File: src/rtl/id_pkg.sv
// rtl/id_pkg.sv - RV32I decode constants and decoded-bundle type (M-extension codes used when ID_MEXT_EN is defined)
package id_pkg;

  localparam logic [6:0] OPC_LUI    = 7'b0110111;
  localparam logic [6:0] OPC_AUIPC  = 7'b0010111;
  localparam logic [6:0] OPC_OP_IMM = 7'b0010011;
  localparam logic [6:0] OPC_LOAD   = 7'b0000011;
  localparam logic [6:0] OPC_STORE  = 7'b0100011;
  localparam logic [6:0] OPC_OP     = 7'b0110011;
  localparam logic [6:0] OPC_BRANCH = 7'b1100011;
  localparam logic [6:0] OPC_JAL    = 7'b1101111;
  localparam logic [6:0] OPC_JALR   = 7'b1100111;

  localparam logic [6:0] F7_BASE = 7'b0000000;
  localparam logic [6:0] F7_ALT  = 7'b0100000;
  localparam logic [6:0] F7_MEXT = 7'b0000001;

  localparam int ALU_W = 5;
  localparam logic [ALU_W-1:0] ALU_ADD = 5'd0;
  localparam logic [ALU_W-1:0] ALU_SUB = 5'd1;
  localparam logic [ALU_W-1:0] ALU_AND = 5'd3;
  localparam logic [ALU_W-1:0] ALU_OR  = 5'd4;
  localparam logic [ALU_W-1:0] ALU_XOR = 5'd5;
  localparam logic [ALU_W-1:0] ALU_SHL = 5'd6;
  localparam logic [ALU_W-1:0] ALU_SHR = 5'd7;
  localparam logic [ALU_W-1:0] ALU_SLT = 5'd8;
  localparam logic [ALU_W-1:0] ALU_LUI = 5'd9;
  localparam logic [ALU_W-1:0] ALU_BEQ = 5'd10;
  localparam logic [ALU_W-1:0] ALU_BNE = 5'd11;
  localparam logic [ALU_W-1:0] ALU_BGE = 5'd12;
  localparam logic [ALU_W-1:0] ALU_BLT = 5'd13;
  localparam logic [ALU_W-1:0] ALU_MUL = 5'd14;

  localparam logic [1:0] SIZE_WORD = 2'd0;
  localparam logic [1:0] SIZE_HALF = 2'd1;
  localparam logic [1:0] SIZE_BYTE = 2'd2;

  localparam logic [1:0] M2R_ALU = 2'd0;
  localparam logic [1:0] M2R_MEM = 2'd1;
  localparam logic [1:0] M2R_PC4 = 2'd2;

  localparam logic [1:0] JMP_NONE = 2'd0;
  localparam logic [1:0] JMP_JAL  = 2'd1;
  localparam logic [1:0] JMP_JALR = 2'd2;

  typedef struct packed {
    logic [4:0]       rs1;
    logic [4:0]       rs2;
    logic [4:0]       rd;
    logic [31:0]      imm;
    logic [ALU_W-1:0] alu_op;
    logic             alu_src;
    logic             mem_read;
    logic             mem_write;
    logic             reg_write;
    logic             branch;
    logic [1:0]       mem_to_reg;
    logic [1:0]       jump;
    logic [1:0]       inst_size;
    logic             is_signed;
    logic             illegal;
  } id_bundle_t;

endpackage

File: src/rtl/id_decode_comb.sv
// rtl/id_decode_comb.sv - pure combinational RV32I decoder; M-extension decoded when ID_MEXT_EN is defined
module id_decode_comb
  import id_pkg::*;
(
  input  logic [31:0] inst,
  output id_bundle_t  dec
);

  logic [6:0]  opcode;
  logic [2:0]  f3;
  logic [6:0]  f7;
  logic [31:0] imm_i, imm_s, imm_b, imm_u, imm_j;
  logic        bad;

  assign opcode = inst[6:0];
  assign f3     = inst[14:12];
  assign f7     = inst[31:25];
  assign imm_i  = {{20{inst[31]}}, inst[31:20]};
  assign imm_s  = {{20{inst[31]}}, inst[31:25], inst[11:7]};
  assign imm_b  = {{19{inst[31]}}, inst[31], inst[7], inst[30:25], inst[11:8], 1'b0};
  assign imm_u  = {inst[31:12], 12'b0};
  assign imm_j  = {{11{inst[31]}}, inst[31], inst[19:12], inst[20], inst[30:21], 1'b0};

  // Decode fields per opcode; any illegal encoding collapses to a bundle with only register indices and the illegal flag
  always_comb begin
    dec           = '0;
    dec.rs1       = inst[19:15];
    dec.rs2       = inst[24:20];
    dec.rd        = inst[11:7];
    dec.is_signed = 1'b1;
    bad           = 1'b0;
    if (inst[1:0] != 2'b11) begin
      bad = 1'b1;
    end else begin
      case (opcode)
        OPC_LUI: begin
          dec.imm = imm_u; dec.alu_op = ALU_LUI; dec.alu_src = 1'b1; dec.reg_write = 1'b1;
        end
        OPC_AUIPC: begin
          dec.imm = imm_u; dec.alu_op = ALU_ADD; dec.alu_src = 1'b1; dec.reg_write = 1'b1;
        end
        OPC_OP_IMM: begin
          dec.imm = imm_i; dec.alu_src = 1'b1; dec.reg_write = 1'b1;
          case (f3)
            3'b000: dec.alu_op = ALU_ADD;
            3'b001: begin dec.alu_op = ALU_SHL; if (f7 != F7_BASE) bad = 1'b1; end
            3'b010: dec.alu_op = ALU_SLT;
            3'b011: begin dec.alu_op = ALU_SLT; dec.is_signed = 1'b0; end
            3'b100: dec.alu_op = ALU_XOR;
            3'b101: begin
              dec.alu_op    = ALU_SHR;
              dec.is_signed = (f7 == F7_ALT);
              if (f7 != F7_BASE && f7 != F7_ALT) bad = 1'b1;
            end
            3'b110: dec.alu_op = ALU_OR;
            default: dec.alu_op = ALU_AND;
          endcase
        end
        OPC_LOAD: begin
          dec.imm = imm_i; dec.alu_op = ALU_ADD; dec.alu_src = 1'b1;
          dec.mem_read = 1'b1; dec.reg_write = 1'b1; dec.mem_to_reg = M2R_MEM;
          case (f3)
            3'b000: dec.inst_size = SIZE_BYTE;
            3'b001: dec.inst_size = SIZE_HALF;
            3'b010: dec.inst_size = SIZE_WORD;
            3'b100: begin dec.inst_size = SIZE_BYTE; dec.is_signed = 1'b0; end
            3'b101: begin dec.inst_size = SIZE_HALF; dec.is_signed = 1'b0; end
            default: bad = 1'b1;
          endcase
        end
        OPC_STORE: begin
          dec.imm = imm_s; dec.alu_op = ALU_ADD; dec.alu_src = 1'b1; dec.mem_write = 1'b1;
          case (f3)
            3'b000: dec.inst_size = SIZE_BYTE;
            3'b001: dec.inst_size = SIZE_HALF;
            3'b010: dec.inst_size = SIZE_WORD;
            default: bad = 1'b1;
          endcase
        end
        OPC_OP: begin
          dec.reg_write = 1'b1;
          if (f7 == F7_BASE) begin
            case (f3)
              3'b000: dec.alu_op = ALU_ADD;
              3'b001: dec.alu_op = ALU_SHL;
              3'b010: dec.alu_op = ALU_SLT;
              3'b011: begin dec.alu_op = ALU_SLT; dec.is_signed = 1'b0; end
              3'b100: dec.alu_op = ALU_XOR;
              3'b101: begin dec.alu_op = ALU_SHR; dec.is_signed = 1'b0; end
              3'b110: dec.alu_op = ALU_OR;
              default: dec.alu_op = ALU_AND;
            endcase
          end else if (f7 == F7_ALT && f3 == 3'b000) begin
            dec.alu_op = ALU_SUB;
          end else if (f7 == F7_ALT && f3 == 3'b101) begin
            dec.alu_op = ALU_SHR;
`ifdef ID_MEXT_EN
          end else if (f7 == F7_MEXT) begin
            dec.alu_op = ALU_MUL + {2'b00, f3};
`endif
          end else begin
            bad = 1'b1;
          end
        end
        OPC_BRANCH: begin
          dec.imm = imm_b; dec.branch = 1'b1;
          case (f3)
            3'b000: dec.alu_op = ALU_BEQ;
            3'b001: dec.alu_op = ALU_BNE;
            3'b100: dec.alu_op = ALU_BLT;
            3'b101: dec.alu_op = ALU_BGE;
            3'b110: begin dec.alu_op = ALU_BLT; dec.is_signed = 1'b0; end
            3'b111: begin dec.alu_op = ALU_BGE; dec.is_signed = 1'b0; end
            default: bad = 1'b1;
          endcase
        end
        OPC_JAL: begin
          dec.imm = imm_j; dec.alu_op = ALU_ADD; dec.alu_src = 1'b1; dec.reg_write = 1'b1;
          dec.mem_to_reg = M2R_PC4; dec.jump = JMP_JAL;
        end
        OPC_JALR: begin
          dec.imm = imm_i; dec.alu_op = ALU_ADD; dec.alu_src = 1'b1; dec.reg_write = 1'b1;
          dec.mem_to_reg = M2R_PC4; dec.jump = JMP_JALR;
          if (f3 != 3'b000) bad = 1'b1;
        end
        default: bad = 1'b1;
      endcase
    end
    if (bad) begin
      dec         = '0;
      dec.rs1     = inst[19:15];
      dec.rs2     = inst[24:20];
      dec.rd      = inst[11:7];
      dec.illegal = 1'b1;
    end
  end

endmodule

File: src/rtl/id_decode_stage.sv
// rtl/id_decode_stage.sv - registered RV32I decode stage with instruction queue and flush (ID_MEXT_EN enables M-extension)
module id_decode_stage
  import id_pkg::*;
#(
  parameter int PC_W     = 32,
  parameter int QDEPTH   = 2,
  parameter int ALU_OP_W = 5
) (
  input  logic                clk,
  input  logic                reset,
  input  logic                flush,
  input  logic                if_valid,
  output logic                if_ready,
  input  logic [31:0]         if_inst,
  input  logic [PC_W-1:0]     if_pc,
  output logic                id_valid,
  input  logic                id_ready,
  output logic [PC_W-1:0]     id_pc,
  output logic [4:0]          id_rs1,
  output logic [4:0]          id_rs2,
  output logic [4:0]          id_rd,
  output logic [31:0]         id_imm,
  output logic [ALU_OP_W-1:0] id_alu_op,
  output logic                id_alu_src,
  output logic                id_mem_read,
  output logic                id_mem_write,
  output logic                id_reg_write,
  output logic                id_branch,
  output logic [1:0]          id_mem_to_reg,
  output logic [1:0]          id_jump,
  output logic [1:0]          id_inst_size,
  output logic                id_is_signed,
  output logic                id_illegal
);

  localparam int PTR_W = (QDEPTH > 1) ? $clog2(QDEPTH) : 1;
  localparam int CNT_W = PTR_W + 1;
  localparam logic [CNT_W-1:0] FULL_CNT = CNT_W'(QDEPTH);

  logic [31:0]      q_inst [QDEPTH];
  logic [PC_W-1:0]  q_pc   [QDEPTH];
  logic [PTR_W-1:0] wr_ptr, rd_ptr;
  logic [CNT_W-1:0] count;
  logic             q_empty, in_xfer, load, pop, bypass, push;
  logic [31:0]      src_inst;
  logic [PC_W-1:0]  src_pc;
  id_bundle_t       dec, out_q;
  logic [PC_W-1:0]  pc_q;

  // if_ready depends only on occupancy, never on id_ready
  assign q_empty  = (count == '0);
  assign if_ready = (count != FULL_CNT);
  assign in_xfer  = if_valid && if_ready;
  assign load     = !id_valid || id_ready;
  assign pop      = load && !q_empty;
  assign bypass   = load && q_empty && in_xfer;
  assign push     = in_xfer && !bypass;
  assign src_inst = q_empty ? if_inst : q_inst[rd_ptr];
  assign src_pc   = q_empty ? if_pc   : q_pc[rd_ptr];

  id_decode_comb u_decode (
    .inst (src_inst),
    .dec  (dec)
  );

  // Queue payload storage; contents are don't-care while unoccupied
  always_ff @(posedge clk) begin
    if (push && !flush) begin
      q_inst[wr_ptr] <= if_inst;
      q_pc[wr_ptr]   <= if_pc;
    end
  end

  // Queue pointers and occupancy; flush discards everything including a same-cycle push
  always_ff @(posedge clk or negedge reset) begin
    if (!reset) begin
      wr_ptr <= '0;
      rd_ptr <= '0;
      count  <= '0;
    end else if (flush) begin
      wr_ptr <= '0;
      rd_ptr <= '0;
      count  <= '0;
    end else begin
      if (push) wr_ptr <= wr_ptr + PTR_W'(1);
      if (pop)  rd_ptr <= rd_ptr + PTR_W'(1);
      if (push && !pop)      count <= count + CNT_W'(1);
      else if (pop && !push) count <= count - CNT_W'(1);
    end
  end

  // Output register: refilled from queue head, else directly from fetch, else drained
  always_ff @(posedge clk or negedge reset) begin
    if (!reset) begin
      id_valid <= 1'b0;
      out_q    <= '0;
      pc_q     <= '0;
    end else if (flush) begin
      id_valid <= 1'b0;
    end else if (load) begin
      if (pop || bypass) begin
        id_valid <= 1'b1;
        out_q    <= dec;
        pc_q     <= src_pc;
      end else begin
        id_valid <= 1'b0;
      end
    end
  end

  assign id_pc         = pc_q;
  assign id_rs1        = out_q.rs1;
  assign id_rs2        = out_q.rs2;
  assign id_rd         = out_q.rd;
  assign id_imm        = out_q.imm;
  assign id_alu_op     = ALU_OP_W'(out_q.alu_op);
  assign id_alu_src    = out_q.alu_src;
  assign id_mem_read   = out_q.mem_read;
  assign id_mem_write  = out_q.mem_write;
  assign id_reg_write  = out_q.reg_write;
  assign id_branch     = out_q.branch;
  assign id_mem_to_reg = out_q.mem_to_reg;
  assign id_jump       = out_q.jump;
  assign id_inst_size  = out_q.inst_size;
  assign id_is_signed  = out_q.is_signed;
  assign id_illegal    = out_q.illegal;

endmodule

File: config.mk
export PLATFORM = sky130hd
export DESIGN_NAME = id_decode_stage
export DESIGN_NICKNAME = d
export VERILOG_FILES = /design/src/rtl/id_pkg.sv /design/src/rtl/id_decode_comb.sv /design/src/rtl/id_decode_stage.sv
export SDC_FILE = /design/constraint.sdc
export NUM_CORES = 1
export LEC_CHECK = 0
export BUFFER_PORTS_ARGS = -buffer_cell sky130_fd_sc_hd__buf_2
export CAP_MARGIN = 30
export CORE_MARGIN = 5
export CORE_UTILIZATION = 60
export CTS_CLUSTER_DIAMETER = 30
export CTS_CLUSTER_SIZE = 20
export DETAILED_ROUTE_END_ITERATION = 8
export GPL_TIMING_DRIVEN = 0
export PLACE_DENSITY = 0.85
export SETUP_SLACK_MARGIN = 0.5
export SYNTH_ARGS = -nofsm -noshare
export SYNTH_HDL_FRONTEND = slang
export SYNTH_SLANG_ARGS = --single-unit
File: constraint.sdc
create_clock -name clk -period 11.2 [get_ports clk]
set_input_delay 2.24 -clock clk [delete_from_list [all_inputs] [get_ports clk]]
set_output_delay 2.24 -clock clk [all_outputs]
set_load 0.1 [all_outputs]
# Yosys cells after proc, flatten, opt, wreduce, memory -nomap -nowiden
# Memory sizes are Yosys's and may differ from the RTL's.
# Cells that the tools add are included.
[word_totals]
ff_bits = 102
ram_bits = 128
in_bits = 69
output_inout_bits = 99
word_cells = 144
n_memories = 2
[op_classes]
n_addsub = 4
n_eq_ne = 20
mux = 51
bitwise_logic = 1
n_reduce_logical = 46
[memory_table]
columns = ["name", "words", "width", "rd", "rd_ports_with_merged_regs", "wr", "line", "source"]
rows = [
  ["q_inst", 2, 32, 1, 0, 1, "id_decode_stage.sv:40", "logic [31:0] q_inst [QDEPTH];"],
  ["q_pc", 2, 32, 1, 0, 1, "id_decode_stage.sv:41", "logic [PC_W-1:0] q_pc [QDEPTH];"],
]
[op_table]
columns = ["operator", "n"]
rows = [
  ["32-bit case mux with 5 select lines", 1],
  ["32-bit two-way mux", 2],
  ["50-bit two-way mux", 1],
  ["49-bit two-way mux", 1],
  ["7-bit by 6-bit == test with 1-bit output (second input constant)", 4],
  ["1-bit two-way mux", 28],
  ["4-bit case mux with 6 select lines", 1],
  ["7-bit == test (second input constant)", 3],
  ["2-bit case mux with 2 select lines", 5],
  ["5-bit case mux with 4 select lines", 1],
  ["2-bit OR reduction", 10],
  ["4-bit case mux with 4 select lines", 1],
  ["7-bit by 5-bit == test with 1-bit output (second input constant)", 2],
  ["7-bit OR reduction", 2],
  ["3-bit == test (second input constant)", 4],
  ["1-bit logical AND", 11],
  ["5-bit two-way mux", 2],
  ["3-bit OR reduction", 3],
  ["7-bit by 2-bit == test with 1-bit output (second input constant)", 1],
  ["7-bit zero test", 1],
  ["7-bit by 6-bit inequality test with 1-bit output (second input constant)", 1],
  ["1-bit case mux with 7 select lines", 1],
  ["7-bit nonzero test", 1],
  ["3-bit by 2-bit == test with 1-bit output (second input constant)", 2],
  ["other kinds (19)", 33],
]

# Depth between registers and ports, before layout
[depth]
depth_word = 11
depth_mapped = 11
mapped_depth_nobuf = 7

# Hierarchy
# Synthesis repeated with hierarchy kept, for this count alone.
[hier_totals]
hier_cells = 795
hier_area_um2 = 10441.3
[modules_own_cells]
columns = ["mod", "instances", "cells_each", "area_per_inst_um2", "seq_area_each_um2"]
rows = [
  ["id_decode_stage", 1, 584, 9111.2, 6396.1],
  ["id_decode_comb", 1, 211, 1330.0, 0.0],
]

# Least setup slack after synthesis
# No wires, ideal clock.
[synth_timing]
path_kind = "input to register"
from = "in id_ready"
to = "mem q_inst[1][0] (enable)"
setup_time_ns = 0.578
arrival_ns = 7.409
required_ns = 10.622
path_slack_ns = 3.213
stages = 4
path_buffers = 0
path_cell_list = "nand2b_1 nor2_1 o21ai_0 nor3b_1"
[synth_via]
elab_chain_cells = 8
[synth_lines]
columns = ["item", "line", "source"]
rows = [
  ["start: declaration", "id_decode_stage.sv:17", "input logic id_ready,"],
  ["1-bit logical OR", "id_decode_stage.sv:54", "assign load = !id_valid || id_ready;"],
  ["1-bit logical AND (2 in a row)", "id_decode_stage.sv:56", "assign bypass = load && q_empty && in_xfer;"],
  ["1-bit zero test", "id_decode_stage.sv:57", "assign push = in_xfer && !bypass;"],
  ["1-bit logical AND", "id_decode_stage.sv:57", ""],
  ["1-bit logical AND", "id_decode_stage.sv:68", "if (push && !flush) begin"],
  ["1-bit two-way mux", "id_decode_stage.sv:68", ""],
  ["1-bit two-way mux (implied by the code)", "id_decode_stage.sv:69", "q_inst[wr_ptr] <= if_inst;"],
  ["end: declaration", "id_decode_stage.sv:40", ""],
]
# Every way passes these cells.

# Worst setup path after layout
[layout_timing]
from = "in if_inst[31]"
to = "reg out_q, in the netlist id_imm[21]"
[layout_via]
elab_chain_cells = 9
elab_cells_between_ends = 19
cone_classes = "eq/ne: 2; mux: 12; reduce/logical: 5"
[layout_lines]
columns = ["item", "line", "source"]
rows = [
  ["start: declaration", "id_decode_stage.sv:14", "input logic [31:0] if_inst,"],
  ["32-bit two-way mux *", "id_decode_stage.sv:58", "assign src_inst = q_empty ? if_inst : q_inst[rd_ptr];"],
  ["7-bit by 6-bit == test with 1-bit output", "id_decode_comb.sv:93, id_decode_comb.sv:95", ""],
  ["1-bit logical AND", "id_decode_comb.sv:95", "end else if (f7 == F7_ALT && f3 == 3'b101) begin"],
  ["1-bit two-way mux", "id_decode_comb.sv:95", ""],
  ["1-bit two-way mux", "id_decode_comb.sv:93", "end else if (f7 == F7_ALT && f3 == 3'b000) begin"],
  ["1-bit two-way mux", "id_decode_comb.sv:82", "if (f7 == F7_BASE) begin"],
  ["1-bit case mux with 7 select lines", "id_decode_comb.sv:35", "case (opcode)"],
  ["1-bit two-way mux", "id_decode_comb.sv:32", "if (inst[1:0] != 2'b11) begin"],
  ["50-bit two-way mux *", "id_decode_comb.sv:129", "if (bad) begin"],
  ["end signal: assignment", "id_decode_stage.sv:96", "out_q <= '0;"],
  ["end signal: assignment", "id_decode_stage.sv:103", "out_q <= dec;"],
  ["end: declaration", "id_decode_stage.sv:47", "id_bundle_t dec, out_q;"],
]
# Every way passes the cells marked *; elsewhere a longest branch is shown, timed or not.
# A chain may end at the register's enable or synchronous reset.

==> results.txt <==
- The first global-routing pass estimated 41800 um of wire.
* Area growth syn-to-layout: 27.2%
- Maximum number of pins on one net before global-route repair: 67
* Reported max-cap violation count: 0
- In this run, flip-flops and latches consume 36.8% of the power.
- Initial antenna violation count: 3
- Placeable core region: 0.0158 mm^2
- Combinational logic is responsible for 17.6% of the overall power.
- Status: finished clean
- Setup violations remaining at the end of the flow were counted as 0.
- Detailed placement ended at an HPWL of 18400 um.
* Clock network fraction of design power: 45.6%
- #FFs+latches synth: 228
* Count of vias placed by the detailed router: 7790
- Setup repair after global routing missed its margin: no
* Post-layout minimum cycle time: 4380 ps
* Biggest cell delay along the critical path: 550 ps
- Post-synth EDFFs: 128
* DRC Markers: 0
* Total Routed Length: 27000 um
- Of all nets on the critical path, the largest fanout is 10.
- I/O pin count: 168
- Power spent charging and discharging nets: 0.000809 W
* Overall overflow remaining after global route: 0
- At the placement stage, the worst setup path has a slack of 6350 ps.
* Worst r2r src: rd_ptr
- The die covers 0.0187 mm^2.
* Beginning of the worst hold path: id_inst_size[1]
- On the critical path, the stage with the largest delay is an instance of or4_4.
* Startpoint type of the worst setup path: input pin
- In the final design database the tool counted 1110 nets.
- Clock transition at path regs: 50 ps
* CTS tree: yes
- Global routing consumed, over all layers together, 29.2% of the routing resources.
* Final estimated routing congestion in global placement: 0.931
* Die width: 137 um
- Slew Limit Headroom: 40.3%
* Count of fill cells added during filler insertion: 977
- TritonCTS created 39 clock buffers.
* Post-cts hold buffer count: 0
- Setup slack on the critical path of the routed design comes to 6820 ps.
* Number of optimization iterations in the first detailed-route pass: 6
* Switching fraction of total power: 31.2%
- Worst-case clock skew: 19.7 ps
- For this run, the register share of the synthesized area comes to 65.8%.
- Cell Pwr Density: 211 mW/mm^2
- F_max: 229 MHz
* Crit path arrival time: 4790 ps
- Mapped Avg Cell Area: 11.7 um^2
- Routed via count divided by cell count: 6.04
- Post-synthesis instance total: 822
- In the finished design, the share of the clock period the worst path needs comes to 39.1%.
* Starting density of the core: 60.9%
- Cells resized by post-CTS repair: 0
- Row count: 46
* Antenna Violating Nets Remaining: 0
- Largest vdd supply drop: 0.174 mV
- Clk sink count: 228
* Transition time at the pin with the least slew margin: 895 ps
- Detailed router's first-iteration violation count: 618
* Final Hold Vio Count: 0
* Distinct cell type count after synthesis: 55
* Buffers inserted during post-CTS setup optimization: 0
- The post-route netlist has 25.7% of its cells at a drive strength greater than 1.
- Cell internal power was estimated by the tool at 0.00178 W.
- The later pin in the worst-skew pair is clocked with a latency of 520 ps.
* Async set or reset register ratio after synthesis: 43.9%
- Hold WS: 466 ps
- Post-synthesis instance area: 0.00964 mm^2
- In this run the number of H-tree levels came out at 2.
- Number of buffers on the longest clock path: 3
- Vertical die dimension: 137 um
- Yosys warning total: 0
* Final core utilization: 77.5%
* Via count of the first global-routing pass: 7864
* Net Count, Synth: 891
- Cell-by-cell listing of the critical path: buf_2, nor3_1, a21oi_1, or4_4, o32a_1, a211oi_2, nand4_1, clkbuf_1, o21ai_0
- Input and output buffers added on the ports amount to 165.
- The worst setup path is of the input pin to flip-flop kind.
- Reg-to-reg setup timing slack: 7830 ps
- The tree is rooted in a clkbuf_16.
- The worst hold path belongs to the class flip-flop to flip-flop.
- Registers with the most flip-flops: q_inst x64, q_pc x64
- Routed length per placed instance: 20.9 um
- Accumulated negative setup slack: 0 ps
- The count of final max-slew check failures is 0.
- Summed over all cells, the static leakage comes to 5.02 nW.
- Leading register cell type out of synthesis: edfxtp_1
* Crit. End Element: flip-flop
- Tracing the worst setup path back leads to its startpoint at if_inst[31].
- Req. time, crit path: 11610 ps
==> cell usage after synthesis (2+ instances only) <==
cell type	count	area share (%)
nor3_1	24	1.2
nand4_1	3	0.19
or3_1	2	0.13
edfxtp_1	128	40
nand2_1	112	4.4
buf_1	5	0.19
mux2i_1	64	6.6
o21a_1	2	0.16
buf_4	4	0.31
buf_2	9	0.47
or2_2	4	0.26
a21o_1	11	0.86
a211oi_1	3	0.23
inv_1	5	0.19
a31oi_1	4	0.26
a32oi_1	3	0.27
nor2_1	62	2.4
nand3_1	9	0.47
dfrtp_1	100	26
nand3b_1	2	0.16
clkbuf_1	35	1.4
a21oi_1	87	4.5
o211ai_1	2	0.16
mux2_2	5	0.58
o21ai_0	90	4.7
nand2b_1	3	0.19
o41ai_1	5	0.45
o22a_1	4	0.36
o31ai_1	8	0.62
o22ai_1	2	0.13
==> cells in the final DEF, fill, tap and decap left out, drive strengths merged, types with 3 or more instances in the layout <==
cell / synthesis / routed
inv: 5 / 9
nand3: 9 / 9
dfrtp: 100 / 100
a31oi: 4 / 4
a32oi: 3 / 3
buf: 19 / 197
o21ai: 91 / 91
o41ai: 5 / 5
clkinvlp: 0 / 3
clkbuf: 35 / 80
diode: 0 / 3
nor3: 25 / 25
clkinv: 0 / 15
o22a: 4 / 4
nand2b: 3 / 3
a21o: 11 / 11
a21oi: 87 / 87
or2: 5 / 5
nand2: 112 / 112
o31ai: 8 / 8
mux2: 5 / 5
a211oi: 4 / 4
edfxtp: 128 / 128
mux2i: 64 / 64
nand4: 3 / 3
bufinv: 0 / 4
nor2: 62 / 62
==> final cells by class <==
type                       count  area (um^2)  share of cell area, %
tap                          216          270                   2.20
antenna                        3         7.51                 0.0612
clock buffer                  45         1060                   8.64
multi-input combinational    535         3050                   24.9
sequential                   228         6350                   51.7
timing repair buffer         178         1000                   8.17
clock inverter                26          275                   2.24
buffer                        54          236                   1.93
inverter                       5         18.8                  0.153
==> logic make-up (layout without fill, tap and decap cells) <==
logic type,count (synthesis),count (layout),share of synthesized area [%]
AOI/OAI and AO/OA,233,233,13.9
buffers and inverters,59,308,2.65
other,1,4,0.0389
and+or+nand+nor,229,229,10.1
DFF,228,228,65.8
muxes,69,69,7.23
xor gates and xnor gates,2,2,0.182
adders and majority gates,1,1,0.104
==> path summary, 6_finish.rpt <==
path | to | cells after the start
min | id_inst_size[1] | 2
min in group asynchronous | id_imm[25] | 1
max in group asynchronous | id_pc[4] | 2
min reg2reg | id_inst_size[1] | 2
max | id_imm[21] | 9
max reg2reg | id_imm[21] | 10
==> power groups by stage <==
stage | clock network, W | logic, W | registers [W]
2_1_floorplan | 0 | 0.000101 | 0.00121
3_3_place_gp | 0 | 0.000441 | 0.000966
3_5_place_dp | 0 | 0.000451 | 0.000966
4_1_cts | 0.00119 | 0.000456 | 0.000953
5_1_grt | 0.00123 | 0.000477 | 0.000957
6_report | 0.00118 | 0.000457 | 0.000954
==> per-stage QoR <==
| stage | cell area (um^2) | power [W] | instances |
|---|---|---|---|
| after floorplan | 9640 | 0.00131 | 822 |
| after global placement | 10700 | 0.00141 | 1203 |
| after detailed placement | 10900 | 0.00142 | 1216 |
| after CTS | 12300 | 0.00260 | 1287 |
| after global routing | 12300 | 0.00267 | 1290 |
| final | 12300 | 0.00259 | 1290 |
==> routing by layer <==
layer  GRT usage (%)  vias up  share of wire [%]  routed length, um
met5               0        -                  0                  0
met4            13.1        0                4.0               1080
met3            8.53       76                9.0               2430
met2            47.7      426                 49              13200
met1            36.1     3827                 38              10200
li1                -     3461                  -                  -
==> critical path: cells and delay by family <==
family | cells | cell delay (ps)
AO/OA/AOI/OAI | 4 | 1030
buffers and inverters | 2 | 490
AND/OR/NAND/NOR | 3 | 1030
(Power assumes the default switching activity.)
